$ cat src/rtl/cavlc_pkg.sv
// Shared definitions for the CAVLC coefficient buffer controller.
//   DEF_WIDTH / DEF_ADDR_WIDTH : default coefficient width and BRAM address width
//   BLK_SIZE                   : coefficients per 4x4 block
//   ZZ_REV                     : raster address read at each drain step (reverse zig-zag)
//   state_t                    : controller states
package cavlc_pkg;

  localparam int DEF_WIDTH      = 9;
  localparam int DEF_ADDR_WIDTH = 4;
  localparam int BLK_SIZE       = 16;

  // Step 0 reads zig-zag position 15, step 15 reads zig-zag position 0 (DC).
  localparam logic [3:0] ZZ_REV [BLK_SIZE] = '{
    4'd15, 4'd14, 4'd11, 4'd7,  4'd10, 4'd13, 4'd12, 4'd9,
    4'd6,  4'd3,  4'd2,  4'd5,  4'd8,  4'd4,  4'd1,  4'd0
  };

  typedef enum logic [1:0] {
    FILL,
    DRAIN,
    LAST
  } state_t;

endpackage

$ cat src/rtl/cavlc_coeff_stats.sv
// Per-block CAVLC statistics over the reverse zig-zag output stream.
//   clk, rst      : clock, asynchronous active-low reset
//   acc           : an output coefficient is accepted this cycle
//   first         : the accepted coefficient is the first of its block
//   data          : accepted coefficient (signed two's complement)
//   total_coeff   : number of nonzero coefficients in the block (0..16)
//   trailing_ones : +/-1 values seen before the first |value|>1, saturating at 3
// Results stay valid after the last accept and are restarted by the first
// accept of the next block. Only instantiated when CAVLC_STATS_EN is defined.
module cavlc_coeff_stats
  import cavlc_pkg::*;
#(
  parameter int WIDTH = DEF_WIDTH
) (
  input  logic             clk,
  input  logic             rst,
  input  logic             acc,
  input  logic             first,
  input  logic [WIDTH-1:0] data,
  output logic [4:0]       total_coeff,
  output logic [1:0]       trailing_ones
);

  logic nz, pm1, big;
  logic big_seen;

  assign nz  = (data != '0);
  assign pm1 = (data == WIDTH'(1)) || (data == '1);
  assign big = nz && !pm1;

  always_ff @(posedge clk or negedge rst) begin
    if (!rst) begin
      total_coeff   <= '0;
      trailing_ones <= '0;
      big_seen      <= 1'b0;
    end else if (acc) begin
      if (first) begin
        // First beat restarts the counts instead of accumulating.
        total_coeff   <= 5'(nz);
        trailing_ones <= 2'(pm1);
        big_seen      <= big;
      end else begin
        total_coeff <= total_coeff + 5'(nz);
        if (!big_seen) begin
          if (pm1 && trailing_ones != 2'd3)
            trailing_ones <= trailing_ones + 2'd1;
          if (big)
            big_seen <= 1'b1;
        end
      end
    end
  end

endmodule

$ cat src/rtl/cavlc_coeff_buf_ctrl.sv
// Sequences the 16-entry dual-port coefficient BRAM for one 4x4 block:
// writes 16 raster-order coefficients through port A, then streams them out
// of port B in reverse zig-zag order. The BRAM's registered read port acts as
// the output register; holding enb low freezes dob during a stall.
//   clk, rst                : clock, asynchronous active-low reset
//   in_valid/in_ready/in_data      : raster-order coefficient input stream
//   out_valid/out_ready/out_data   : reverse zig-zag output stream (out_data = dob)
//   out_idx, out_last       : zig-zag position of out_data, marker for position 0
//   blk_done                : one-cycle pulse after the last output is accepted
//   ena/wea/addra/dia       : BRAM port A (write)
//   enb/addrb/dob           : BRAM port B (read, 1-cycle latency)
//   total_coeff/trailing_ones : block statistics when CAVLC_STATS_EN is defined,
//                               otherwise tied to 0
module cavlc_coeff_buf_ctrl
  import cavlc_pkg::*;
#(
  parameter int WIDTH      = DEF_WIDTH,
  parameter int ADDR_WIDTH = DEF_ADDR_WIDTH
) (
  input  logic                  clk,
  input  logic                  rst,
  input  logic                  in_valid,
  output logic                  in_ready,
  input  logic [WIDTH-1:0]      in_data,
  output logic                  out_valid,
  input  logic                  out_ready,
  output logic [WIDTH-1:0]      out_data,
  output logic [3:0]            out_idx,
  output logic                  out_last,
  output logic                  blk_done,
  output logic                  ena,
  output logic                  wea,
  output logic [ADDR_WIDTH-1:0] addra,
  output logic [WIDTH-1:0]      dia,
  output logic                  enb,
  output logic [ADDR_WIDTH-1:0] addrb,
  input  logic [WIDTH-1:0]      dob,
  output logic [4:0]            total_coeff,
  output logic [1:0]            trailing_ones
);

  state_t                state;
  logic [ADDR_WIDTH-1:0] wr_cnt;
  logic [3:0]            rd_cnt;
  logic                  accept;
  logic                  issue;

  assign in_ready = rst && (state == FILL);
  assign accept   = in_valid && in_ready;

  assign ena   = accept;
  assign wea   = accept;
  assign addra = wr_cnt;
  assign dia   = in_data;

  // A read may be issued whenever the output register is empty or is being
  // emptied this cycle; otherwise enb stays low so dob holds the stalled beat.
  assign issue = (state == DRAIN) && (!out_valid || out_ready);
  assign enb   = issue;
  assign addrb = ADDR_WIDTH'(ZZ_REV[rd_cnt]);

  assign out_data = dob;

  // NOTE: sequential state uses non-blocking assignments so every register
  // samples pre-edge values regardless of statement order.
  always_ff @(posedge clk or negedge rst) begin
    if (!rst) begin
      state     <= FILL;
      wr_cnt    <= '0;
      rd_cnt    <= '0;
      out_valid <= 1'b0;
      out_last  <= 1'b0;
      out_idx   <= '0;
      blk_done  <= 1'b0;
    end else begin
      blk_done <= 1'b0;
      unique case (state)
        FILL: begin
          if (accept) begin
            if (wr_cnt == ADDR_WIDTH'(BLK_SIZE - 1)) begin
              wr_cnt <= '0;
              state  <= DRAIN;
            end else begin
              wr_cnt <= wr_cnt + 1'b1;
            end
          end
        end
        DRAIN: begin
          if (issue) begin
            out_valid <= 1'b1;
            out_idx   <= 4'd15 - rd_cnt;
            out_last  <= (rd_cnt == 4'd15);
            rd_cnt    <= rd_cnt + 1'b1;
            if (rd_cnt == 4'd15)
              state <= LAST;
          end else if (out_valid && out_ready) begin
            out_valid <= 1'b0;
          end
        end
        LAST: begin
          if (out_valid && out_ready) begin
            out_valid <= 1'b0;
            if (out_last) begin
              out_last <= 1'b0;
              blk_done <= 1'b1;
              rd_cnt   <= '0;
              state    <= FILL;
            end
          end
        end
        default: state <= FILL;
      endcase
    end
  end

`ifdef CAVLC_STATS_EN
  cavlc_coeff_stats #(
    .WIDTH(WIDTH)
  ) u_stats (
    .clk          (clk),
    .rst          (rst),
    .acc          (out_valid && out_ready),
    .first        (out_idx == 4'd15),
    .data         (out_data),
    .total_coeff  (total_coeff),
    .trailing_ones(trailing_ones)
  );
`else
  assign total_coeff   = '0;
  assign trailing_ones = '0;
`endif

endmodule

$ cat config.mk
export PLATFORM = sky130hd
export DESIGN_NAME = cavlc_coeff_buf_ctrl
export DESIGN_NICKNAME = d
export VERILOG_FILES = /design/src/rtl/cavlc_pkg.sv /design/src/rtl/cavlc_coeff_stats.sv /design/src/rtl/cavlc_coeff_buf_ctrl.sv
export SDC_FILE = /design/constraint.sdc
export NUM_CORES = 1
export LEC_CHECK = 0
export ABC_AREA = 1
export BUFFER_PORTS_ARGS = -buffer_cell sky130_fd_sc_hd__buf_4
export CORE_UTILIZATION = 45
export CTS_CLUSTER_DIAMETER = 200
export DETAILED_ROUTE_END_ITERATION = 10
export PLACE_DENSITY = 0.8
export SYNTH_ARGS = -nofsm -noshare
export SYNTH_HDL_FRONTEND = slang
export SYNTH_HIERARCHICAL = 1
export SYNTH_SLANG_ARGS = --single-unit
$ cat constraint.sdc
create_clock -name clk -period 1.8 [get_ports clk]
set_input_delay 0.36 -clock clk [delete_from_list [all_inputs] [get_ports clk]]
set_output_delay 0.36 -clock clk [all_outputs]
set_load 0.02 [all_outputs]
==> results by stage, run 1 <==
Status:
- The flow ran to the end, but the final reports show violations.
- The checks that failed: setup timing.

Die:
- The floorplan step set the die width to 54.71 um.
- The floorplan step defined a die boundary enclosing 0.002993 sq mm.
- The initial utilization of the core area, before any placement, comes to 49.12%.
- For this design the top-level I/O count stands at 66.
- The die is 54.71 um tall.
- Row generation in the floorplan step produced 18 rows.
- The core region is 0.002545 sq mm.

Yosys:
- Counting flops and latches in the post-synthesis netlist gives 17.
- Of the synthesized area, sequential elements account for 34.03%.
- The number of cells produced by synthesis is 159.
- Of the post-synthesis cell area, the dominant cell type holds 34.03%.
- After synthesis, the share of flip-flops with an asynchronous set or reset is 100.0%.
- After synthesis the cells add up to 0.001250 sq mm.
- The number of distinct library cells after synthesis is 22.
- Yosys attributes the largest share of cell area to sky130_fd_sc_hd__dfrtp_1 34%, sky130_fd_sc_hd__buf_4 16%, sky130_fd_sc_hd__ha_1 11%, sky130_fd_sc_hd__nand2_1 10%, sky130_fd_sc_hd__inv_1 5.7%.
- The total number of yosys warnings is 6.
- The post-synthesis cell type with the largest combined area is sky130_fd_sc_hd__dfrtp_1.
- A synthesized cell averages 7.861 sq um.
- The most used flip-flop cell after synthesis is sky130_fd_sc_hd__dfrtp_1.
- The number of synthesized flops with an enable pin is 0.

Cells and area:
- 0 antenna diodes ended up in the layout.
- Leaving out filler cells and counting taps, the final layout contains 206.
- The layout-stage area growth over the synthesis result is 17.62%.
- The final-stage net count is 210.
- Of the cells placed in the final design, the portion with a size suffix greater than 1 is 37.50%.
- The share of the core filled with cells is 57.77%.

Drt:
- The number of design-rule violations left by the first detailed-router iteration is 20.
- The DRC violation count after routing is 0.
- Dividing the detail-routed via count by the number of cells gives 4.942.
- The average wire per standard cell is 12.05 um.
- The first detailed-routing pass ran for 5 iterations.
- The total vias in the final route is 1018.
- The number of nets with antenna violations after routing is 0.
- The total wire length is 2483 um.

Timing:
- The max-slew violation count is 0.
- On the final layout, the worst clock skew is 8.602 ps.
- The final setup slack of the worst path is -28.46 ps.
- Based on the critical path, the design can be clocked at up to 546.9 MHz.
- After layout, the minimum clock period comes to 1828 ps.
- The setup total negative slack is -50.29 ps.
- The number of failing hold endpoints at the final stage is 0.
- Setup violations remaining at the end of the flow were counted as 2.
- Setup repair after global routing could not meet its margin everywhere.
- After layout, the worst path uses 101.6% of the clock period.

Clocking:
- The clock net in this run drives a total of 17 sinks.
- The number of clock buffers inserted by TritonCTS is 3.
- Clock-pin slew was measured on the worst setup and hold paths at 110 ps.
- TritonCTS built the clock tree.
- The root buffer cell chosen for the clock tree is sky130_fd_sc_hd__clkbuf_4.
- The clock insertion delay at the later pin of the skew report is 290 ps.
- CTS built an H-tree with a depth of 1.
- No sink is reached through more buffers than the 2 on the longest clock path.

Worst setup path:
- At the worst endpoint, the arrival time is 1470 ps.
- The worst setup path is captured at an output port.
- The kind of start point of the critical path is a register.
- The setup check on the worst reg-to-reg path leaves a slack of 270 ps.
- The critical path class is reg2out.
- The capture point of the worst reg-to-reg path is state[0]$_DFFE_PN0P_.
- For the worst flop-to-flop path, the logic depth is 10.
- The worst-path maximum fanout is 4.
- Data on the critical path is required at its endpoint by 1440 ps.
- The start of the worst register-to-register path is state[0]$_DFFE_PN0P_.

Global route:
- Entering global routing, the biggest net connects 18 pins.
- The first global-routing pass estimated 3650 um of wire.
- Global routing finished with a remaining overflow of 0.
- The initial antenna violation count is 0.
- The via count of the first global-routing pass is 902.
- The total global-route track usage is 16.73%.

Run:
- The count of max-cap constraint violations is 0.

Place:
- The HPWL after detailed placement is 1761 um.
- At the placement stage, the worst setup path has a slack of 246.6 ps.
- The global placement routability congestion is 0.8475.
- Including well taps, the total number of placed cells is 194.
- In this run the tool buffered the top-level ports with 22 buffer cells.

Power:
- The maximum vdd ir drop is 0.9777 mV.
- The leakage power of the design is 0.7489 nW.
- The power density over cell area is 1856 mW/mm^2.

Min path:
- The type of the tightest min-delay check is in2async.
-- critical path, stage by stage (launching register included) --
cell and delay [ps]:
sky130_fd_sc_hd__dfrtp_1 430, sky130_fd_sc_hd__buf_6 150, sky130_fd_sc_hd__ha_2 190, sky130_fd_sc_hd__o21ai_2 130, sky130_fd_sc_hd__o2bb2ai_1 120, sky130_fd_sc_hd__buf_4 160
-- how the worst max path moves through the flow --
stage	from	endpoint	slack, ps	cells after the start
global placement	rd_cnt[0]$_DFFE_PN0P_	addrb[2]	270	6
floorplan	rd_cnt[0]$_DFFE_PN0P_	addrb[2]	50	5
CTS	rd_cnt[1]$_DFFE_PN0P_	addrb[2]	-20	6
global route	rd_cnt[0]$_DFFE_PN0P_	addrb[2]	-90	6
detailed placement	rd_cnt[1]$_DFFE_PN0P_	addrb[2]	250	6
finish	rd_cnt[0]$_DFFE_PN0P_	addrb[0]	-30	5
-- layout make-up --
cell class / count / area (sq um)
fillers: 221 / 1075
well taps: 30 / 37.54
multi-input cells: 101 / 628.1
flip-flops and latches: 17 / 427.9
repair buffers: 35 / 277.8
clock inverters: 1 / 5.005
clock buffers: 3 / 22.52
inverters: 19 / 71.32
-- where the power goes --
part	internal, mW	switching (mW)	total (mW)
logic	0.790	0.995	1.78
clock network	0.0826	0.127	0.210
registers	0.547	0.187	0.734
total	1.42	1.31	2.73
-- Yosys cell counts, types with 2 or more instances --
cell                      number
sky130_fd_sc_hd__nand2_1      34
sky130_fd_sc_hd__buf_4        27
sky130_fd_sc_hd__inv_1        19
sky130_fd_sc_hd__dfrtp_1      17
sky130_fd_sc_hd__o21ai_0      14
sky130_fd_sc_hd__ha_1         11
sky130_fd_sc_hd__nor2_1        9
sky130_fd_sc_hd__nand3_1       6
sky130_fd_sc_hd__a21oi_1       5
sky130_fd_sc_hd__nand2_2       2
sky130_fd_sc_hd__nand3_2       2
sky130_fd_sc_hd__nor2_2        2
sky130_fd_sc_hd__o31ai_1       2
-- logic make-up (layout without fill, tap and decap cells) --
group / after synthesis / after routing / synth area share (%)
AOI/OAI and AO/OA: 24 / 24 / 10.61
xor gates and xnor gates: 2 / 2 / 1.402
adders and majority gates: 11 / 11 / 11.01
buffers and inverters: 47 / 58 / 22.32
DFF: 17 / 17 / 34.03
other: 1 / 7 / 0.3000
and+or+nand+nor: 57 / 57 / 20.32
-- per-layer routing --
metal / global-route usage (%) / share of wire, % / up-vias
met5: 0 / 0 / -
met4: 6.410 / 1.0 / 0
met3: 4.167 / 5.9 / 4
met2: 29.72 / 51 / 41
met1: 18.86 / 42 / 471
li1: - / - / 502
-- state kept, by name, summed over array words and instances (netlist names) --
name and count:
blk_done 1, out_last 1, state 2, addra 4, out_idx 4, out_valid 1, rd_cnt 4
-- layout by cell type (no fill, tap or decap), types with 2 or more instances in the layout --
cell,instances
sky130_fd_sc_hd__ha_4,2
sky130_fd_sc_hd__buf_4,31
sky130_fd_sc_hd__inv_2,5
sky130_fd_sc_hd__inv_1,14
sky130_fd_sc_hd__o21ai_2,2
sky130_fd_sc_hd__ha_2,4
sky130_fd_sc_hd__nor2_1,8
sky130_fd_sc_hd__nand2_2,2
sky130_fd_sc_hd__dfrtp_2,2
sky130_fd_sc_hd__dfrtp_1,15
sky130_fd_sc_hd__nand2_1,34
sky130_fd_sc_hd__ha_1,5
sky130_fd_sc_hd__nor2_2,3
sky130_fd_sc_hd__nand3_2,2
sky130_fd_sc_hd__conb_1,7
sky130_fd_sc_hd__a21oi_2,4
sky130_fd_sc_hd__buf_6,4
sky130_fd_sc_hd__nand3_1,6
sky130_fd_sc_hd__clkbuf_4,3
sky130_fd_sc_hd__o31ai_1,2
sky130_fd_sc_hd__o21ai_0,12
-- repair_timing --
action	in CTS	in global routing
pin swaps	4	6
buffers inserted	3	5
hold buffers	0	0
endpoints found under the hold margin	0	0
endpoints found under the setup margin	6	6
gates resized for setup	15	12
-- stage by stage --
step                      instance area (sq um)  hold slack (ps)  total power, mW
final                                      1470            21.26            2.729
after floorplan                            1272            64.41            1.725
after detailed placement                   1305            353.6            2.194
after global placement                     1305            347.9            2.131
after CTS                                  1393            29.82            2.543
after global routing                       1470            32.94            2.950
(Power assumes the default switching activity.)
==> inputs of run 2 (changes only) <==
Settings changed: REMOVE_ABC_BUFFERS from default to 1.
==> results by stage, run 2 (synthesis gave the netlist of run 1 again) <==
Worst setup path:
- The worst setup path is captured at an output port.
- The worst setup path is of the reg2out kind.
- The worst-path maximum fanout came to 4 (unchanged).
- The signal on the critical path passes through buf_6, ha_2, o21ai_1, o2bb2ai_1, buf_4.
- The longest individual stage delay on the worst path came to 430 ps (about the same).
- The required time reported for the critical path endpoint is 1440 ps (about the same).
- The worst reg-to-reg path cell count is 10 (unchanged).
- The critical path data arrival time is 1500 ps (+30 ps).
- The worst-path cell with the longest stage delay is sky130_fd_sc_hd__dfrtp_1.
- The kind of start point of the critical path is a register.

Timing:
- The final setup violation count came to 2 (unchanged).
- The share of the clock period used by the worst path after layout came to 103.1% (+1.5 points).
- The minimum clock period came to 1856 ps (+27.71 ps).
- The setup total negative slack came to -69.91 ps (-19.61 ps).
- Setup repair after global routing could not meet its margin everywhere.
- The final worst hold slack is 25.04 ps (+3.772 ps).
- The maximum frequency from static timing analysis is 538.7 MHz (-1.5%).
- The max-slew violation count is 0 (unchanged).
- The final setup slack of the worst path is -56.17 ps (-27.71 ps).
- The number of failing hold endpoints at the final stage came to 0 (unchanged).
- The largest clock skew in the final design is 13.01 ps (+4.409 ps).

Die:
- The die outline height was 54.71 um (unchanged).
- The overall die width is 54.71 um (unchanged).
- The initial core utilization is 49.12% (unchanged).
- The I/O pin count is 66 (unchanged).
- The area of the die came to 0.002993 sq mm (unchanged).
- The core area is 0.002545 sq mm (unchanged).
- The number of cell rows is 18 (unchanged).

Place:
- The worst slack after detailed placement is 225.9 ps (-20.76 ps).
- The HPWL after detailed placement is 2077 um (+18%).
- The global placement routability congestion is 0.8446 (-0.34%).
- The area of placed instances is 0.001305 sq mm (unchanged).
- The number of buffer cells added on primary ports is 22 (unchanged).
- The placed cell count was 194 (unchanged).

Clocking:
- The number of sinks on the clock net is 17 (unchanged).
- The CTS tree is yes.
- The maximum clock path buffer count is 2 (unchanged).
- The depth of the CTS H-tree was 1 (unchanged).
- Clock tree synthesis selected as its root buffer the cell sky130_fd_sc_hd__clkbuf_4.
- The number of clock buffers inserted by TritonCTS is 3 (unchanged).
- The clock insertion delay at the later pin of the skew report is 290 ps (about the same).
- The post-CTS clock slew at the launch and capture registers of the worst setup and hold paths came to 110 ps (about the same).

Drt:
- The average wire per standard cell is 13.51 um (+12%).
- The detailed-routing iteration count for the pre-antenna-repair pass is 6 (+1).
- The total wire length is 2757 um (+11%).
- The number of nets with antenna violations after routing is 0 (unchanged).
- The number of design-rule violations left by the first detailed-router iteration is 16 (-20%).
- The total vias in the final route is 1029 (+1.1%).
- The average vias per placed instance is 5.044 (+2.1%).
- The DRC violation count after routing came to 0 (unchanged).

Cells and area:
- The library cell used most frequently in the layout, excluding fill and tap cells, is sky130_fd_sc_hd__nand2_1.
- The layout-stage area growth over the synthesis result is 14.72%.
- The final instance area came to 0.001434 sq mm (-2.5%).
- The final-stage net count is 208 (-0.95%).
- The fraction of layout instances using a drive strength above 1 was 34.48% (-3.0 points).
- The share of the core filled with cells came to 56.34% (-1.4 points).
- The final cell count without fillers was 204 (-0.97%).
- The antenna diode count came to 0 (unchanged).
- The top cell types in the final layout, fill and taps aside, are 34 x sky130_fd_sc_hd__nand2_1, 31 x sky130_fd_sc_hd__buf_4, 15 x sky130_fd_sc_hd__dfrtp_1, 14 x sky130_fd_sc_hd__inv_1, 12 x sky130_fd_sc_hd__o21ai_0.

Power:
- The maximum vdd ir drop is 0.9901 mV (+1.3%).
- The power density over cell area is 1857 mW/mm^2 (about the same).
- The leakage power of the design is 0.7372 nW (-1.6%).
- The total power after layout came to 2.663 mW (-2.4%).

Min path:
- The type of the tightest min-delay check is in2async.

Status:
- The final reports fail on setup timing.
- The run finished, with violations left.

Global route:
- The via count of the first global-routing pass is 938 (+4.0%).
- The pin count of the biggest net entering global routing is 18 (unchanged).
- The initial antenna violation count came to 0 (unchanged).
- The total congestion overflow is 0 (unchanged).
- The wire length of the first global-routing pass is 4153 um (+14%).
- The total global-route track usage came to 19.98% (+3.2 points).

Run:
- The count of max-cap constraint violations was 0 (unchanged).
run 2: cell count changes in the layout (fill, tap and decap cells not counted):
cell / before / now
sky130_fd_sc_hd__a21oi_1: 1 / 3
sky130_fd_sc_hd__a21oi_2: 4 / 2
sky130_fd_sc_hd__buf_6: 4 / 2
sky130_fd_sc_hd__ha_1: 5 / 6
sky130_fd_sc_hd__ha_2: 4 / 3
sky130_fd_sc_hd__o21ai_1: 0 / 1
sky130_fd_sc_hd__o21ai_2: 2 / 1
run 2: repair_timing:
| item | CTS | global route |
|---|---|---|
| cloned | 0 | 0 |
| hold buffers | 0 | 0 |
| buffers inserted | 4 | 2 |
| gates resized for setup | 12 | 9 |
| pin swaps | 5 | 5 |
| endpoints found under the setup margin | 6 | 4 |
run 2: final cells by class:
| cell class | count | area, sq um |
|---|---|---|
| clock buffer | 3 | 22.52 |
| clock inverter | 1 | 5.005 |
| fill | 228 | 1111 |
| inverter | 19 | 71.32 |
| multi-input combinational | 101 | 614.3 |
| sequential | 17 | 427.9 |
| tap | 30 | 37.54 |
| timing repair buffer | 33 | 255.2 |
run 2: power by group:
part | switching, mW | internal [mW]
logic | 0.977 | 0.757
clock network | 0.121 | 0.0825
registers | 0.179 | 0.547
run 2: routing by layer:
layer,vias to the layer above,GRT usage (%),part of all wire (%)
met3,4,9.722,9.6
met5,-,6.250,0
met2,48,31.93,46
met1,476,23.14,43
met4,0,5.128,1.3
li1,501,-,-
run 2: final timing paths:
check / startpoint / end / slack, ps
max: rd_cnt[0]$_DFFE_PN0P_ / addrb[0] / -60
min: rst / out_idx[3]$_DFFE_PN0P_ / 30
max reg2reg: rd_cnt[1]$_DFFE_PN0P_ / state[0]$_DFFE_PN0P_ / 260
min reg2reg: out_idx[1]$_DFFE_PN0P_ / out_idx[1]$_DFFE_PN0P_ / 510
max in group asynchronous: rst / out_valid$_DFFE_PN0P_ / 1570
min in group clk: out_ready / blk_done$_DFF_PN0_ / 340
run 2: critical path, delay by kind of cell (launching register included):
family / cells / cell delay [ps]
DFF: 1 / 430
buffers and inverters: 2 / 310
AOI/OAI and AO/OA: 2 / 300
adders and majority gates: 1 / 170
==> inputs of run 3 (changes only) <==
Settings changed: CAP_MARGIN from default to 20, CTS_BUF_LIST from default to sky130_fd_sc_hd__clkbuf_16, RECOVER_POWER from default to 50.
==> results by stage, run 3 (synthesis gave the netlist of run 1 again) <==
Die:
- The area of the die is 0.002993 sq mm (unchanged).
- The overall die width is 54.71 um (unchanged).
- The number of cell rows is 18 (unchanged).
- The initial core utilization is 49.12% (unchanged).
- The I/O pin count came to 66 (unchanged).
- The core area is 0.002545 sq mm (unchanged).
- The die outline height is 54.71 um (unchanged).

Timing:
- The number of failing hold endpoints at the final stage is 0 (unchanged).
- The final setup violation count is 0 (-2).
- The max-slew violation count is 0 (unchanged).
- The final setup slack of the worst path was 48.80 ps (+105.0 ps).
- The minimum clock period is 1751 ps (-105.0 ps).
- The share of the clock period used by the worst path after layout was 97.29% (-5.8 points).
- In this run the tightest slew margin relative to its limit is 38.65%.
- For the pin with the worst max-slew slack, the measured transition is 920.3 ps.
- The largest clock skew in the final design came to 4.526 ps (-8.486 ps).
- The maximum frequency from static timing analysis came to 571.0 MHz (+6.0%).
- The setup total negative slack was 0 ps (+69.91 ps).
- The final worst hold slack is 389.3 ps (+364.3 ps).

Min path:
- In this run the worst hold path is classified as in2reg.

Place:
- The number of buffer cells added on primary ports was 22 (unchanged).
- The global placement routability congestion is 0.8446 (unchanged).
- The area of placed instances is 0.001305 sq mm (unchanged).
- The placed cell count came to 194 (unchanged).
- The HPWL after detailed placement came to 2077 um (unchanged).
- The worst slack after detailed placement is 225.9 ps (unchanged).

Worst setup path:
- Walking the worst path, the cells encountered are buf_6, ha_1, o21ai_1, o2bb2ai_1, buf_4.
- The longest individual stage delay on the worst path is 410 ps (-20 ps).
- The critical path data arrival time is 1390 ps (-110 ps).
- The critical path's top delay family is flip-flops.
- The kind of start point of the critical path is a register.
- The required time reported for the critical path endpoint is 1440 ps (about the same).
- The count of buffering cells on the critical path with inverters included is 2 (unchanged).
- Among all stages on the critical path, the largest delay is contributed by sky130_fd_sc_hd__dfrtp_1.
- The worst setup path is of the reg2out kind.
- The worst-path maximum fanout is 5 (+1).
- STA classifies the critical path endpoint as an output port.

Cells and area:
- The share of the core filled with cells is 57.67% (+1.3 points).
- The layout-stage area growth over the synthesis result is 17.42%.
- The final instance area is 0.001468 sq mm (+2.4%).
- The final cell count without fillers came to 204 (unchanged).
- The area used by multi-input combinational logic is 603.1 sq um (-1.8%).
- In the layout the commonest cells are 34 x sky130_fd_sc_hd__nand2_1, 29 x sky130_fd_sc_hd__buf_4, 15 x sky130_fd_sc_hd__inv_1, 15 x sky130_fd_sc_hd__dfrtp_1, 12 x sky130_fd_sc_hd__o21ai_0.
- The most common library cell in the layout ignoring fill and taps is sky130_fd_sc_hd__nand2_1.
- The total of fill cells in the finished design is 227 (-0.44%).
- The area used by sequential logic in the layout is 427.9 sq um (unchanged).
- The final-stage net count is 208 (unchanged).
- The fraction of layout instances using a drive strength above 1 is 30.46% (-4.0 points).
- The antenna diode count is 0 (unchanged).

Run:
- The count of max-cap constraint violations is 0 (unchanged).

Global route:
- The total global-route track usage came to 19.80% (-0.17 points).
- The routing usage on met1 is 23.65% (+0.51 points).
- The via count of the first global-routing pass came to 928 (-1.1%).
- The global routing usage on met2 is 30.12% (-1.8 points).
- The initial antenna violation count is 0 (unchanged).
- The pin count of the biggest net entering global routing is 18 (unchanged).
- The peak-usage layer in the global routing report is met2.
- The global-route track usage on met3 was 10.56% (+0.83 points).
- The wire length of the first global-routing pass came to 4071 um (-2.0%).
- The total congestion overflow is 0 (unchanged).

Power:
- The total power after layout is 2.831 mW (+6.3%).
- The switching power as a share of total power is 45.15% (-2.8 points).
- The internal power component came to 1.553 mW (+12%).
- The clock share of power was 15.5% (+7.9 points).
- The power density over cell area came to 1929 mW/mm^2 (+3.9%).
- The relative contribution of sequential cells to total power was 25.8% (-1.5 points).
- The part of the power in combinational logic is 58.7% (-6.4 points).
- The net switching power was 1.278 mW (+0.13%).
- The maximum vdd ir drop is 1.151 mV (+16%).
- The leakage power of the design is 0.7597 nW (+3.1%).

Clocking:
- The depth of the CTS H-tree is 1 (unchanged).
- The number of sinks on the clock net is 17 (unchanged).
- The hold buffer count at CTS came to 0 (unchanged).
- The number of clock buffers inserted by TritonCTS came to 3 (unchanged).
- The CTS tree is yes.
- The maximum clock path buffer count came to 2 (unchanged).
- The root buffer cell chosen for the clock tree is sky130_fd_sc_hd__clkbuf_16.
- The post-CTS clock slew at the launch and capture registers of the worst setup and hold paths is 50 ps (-60 ps).
- The clock insertion delay at the later pin of the skew report was 250 ps (-40 ps).

Drt:
- The total wire length was 2784 um (+0.98%).
- The total vias in the final route is 1039 (+0.97%).
- The average vias per placed instance is 5.093 (+0.97%).
- The average wire per standard cell is 13.65 um (+0.98%).
- The detailed-routing iteration count for the pre-antenna-repair pass is 4 (-2).
- The number of nets with antenna violations after routing is 0 (unchanged).
- The number of design-rule violations left by the first detailed-router iteration came to 14 (-2).
- The DRC violation count after routing was 0 (unchanged).

Status:
- The run finished with clean final reports.
## run 3: changes by cell type in the layout (fill, tap and decap cells not counted), sizes merged
cell,delta
buf,-2
clkbuf,+2
## run 3: per-layer routing
metal / share of wire (%) / up-vias
met5: 0 / -
met4: 0.54 / 0
met3: 9.8 / 2
met2: 48 / 46
li1: - / 500
met1: 42 / 491
## run 3: final cells by class
cell class                 instances  share of cell area, %
clock buffer                       3                  5.115
clock inverter                     1                 0.3410
inverter                          19                  4.859
multi-input combinational        101                  41.09
sequential                        17                  29.16
tap                               30                  2.558
timing repair buffer              33                  16.88
## run 3: power by group through the flow
stage / combinational [mW] / clock (mW) / sequential (mW)
2_1_floorplan: 0.797 / 0 / 0.839
3_5_place_dp: 1.49 / 0 / 0.715
6_report: 1.66 / 0.439 / 0.731
3_3_place_gp: 1.43 / 0 / 0.701
5_1_grt: 1.85 / 0.468 / 0.752
4_1_cts: 1.54 / 0.447 / 0.714
## run 3: worst min-delay path: stages
cell and delay, ps:
sky130_fd_sc_hd__buf_4 110, sky130_fd_sc_hd__nand2_1 70, sky130_fd_sc_hd__nor2_1 50
## run 3: final timing paths
| path | startpoint | slack (ps) | cells past startpoint | end |
|---|---|---|---|---|
| worst min-delay path | out_ready | 390 | 3 | blk_done$_DFF_PN0_ |
| worst max-delay path | rd_cnt[0]$_DFFE_PN0P_ | 50 | 5 | addrb[0] |
| max in group asynchronous | rst | 760 | 2 | rd_cnt[2]$_DFFE_PN0P_ |
| min in group asynchronous | rst | 420 | 2 | addra[1]$_DFFE_PN0P_ |
| worst min register to register | out_idx[2]$_DFFE_PN0P_ | 500 | 2 | out_idx[2]$_DFFE_PN0P_ |
| worst max register to register | state[0]$_DFFE_PN0P_ | 230 | 10 | state[1]$_DFFE_PN0P_ |
## run 3: timing repair
item / 4_1_cts / 5_1_grt
endpoints found under the setup margin: 1 / 6
buffers inserted: 0 / 6
gates resized for setup: 4 / 12
pin swaps: 2 / 4
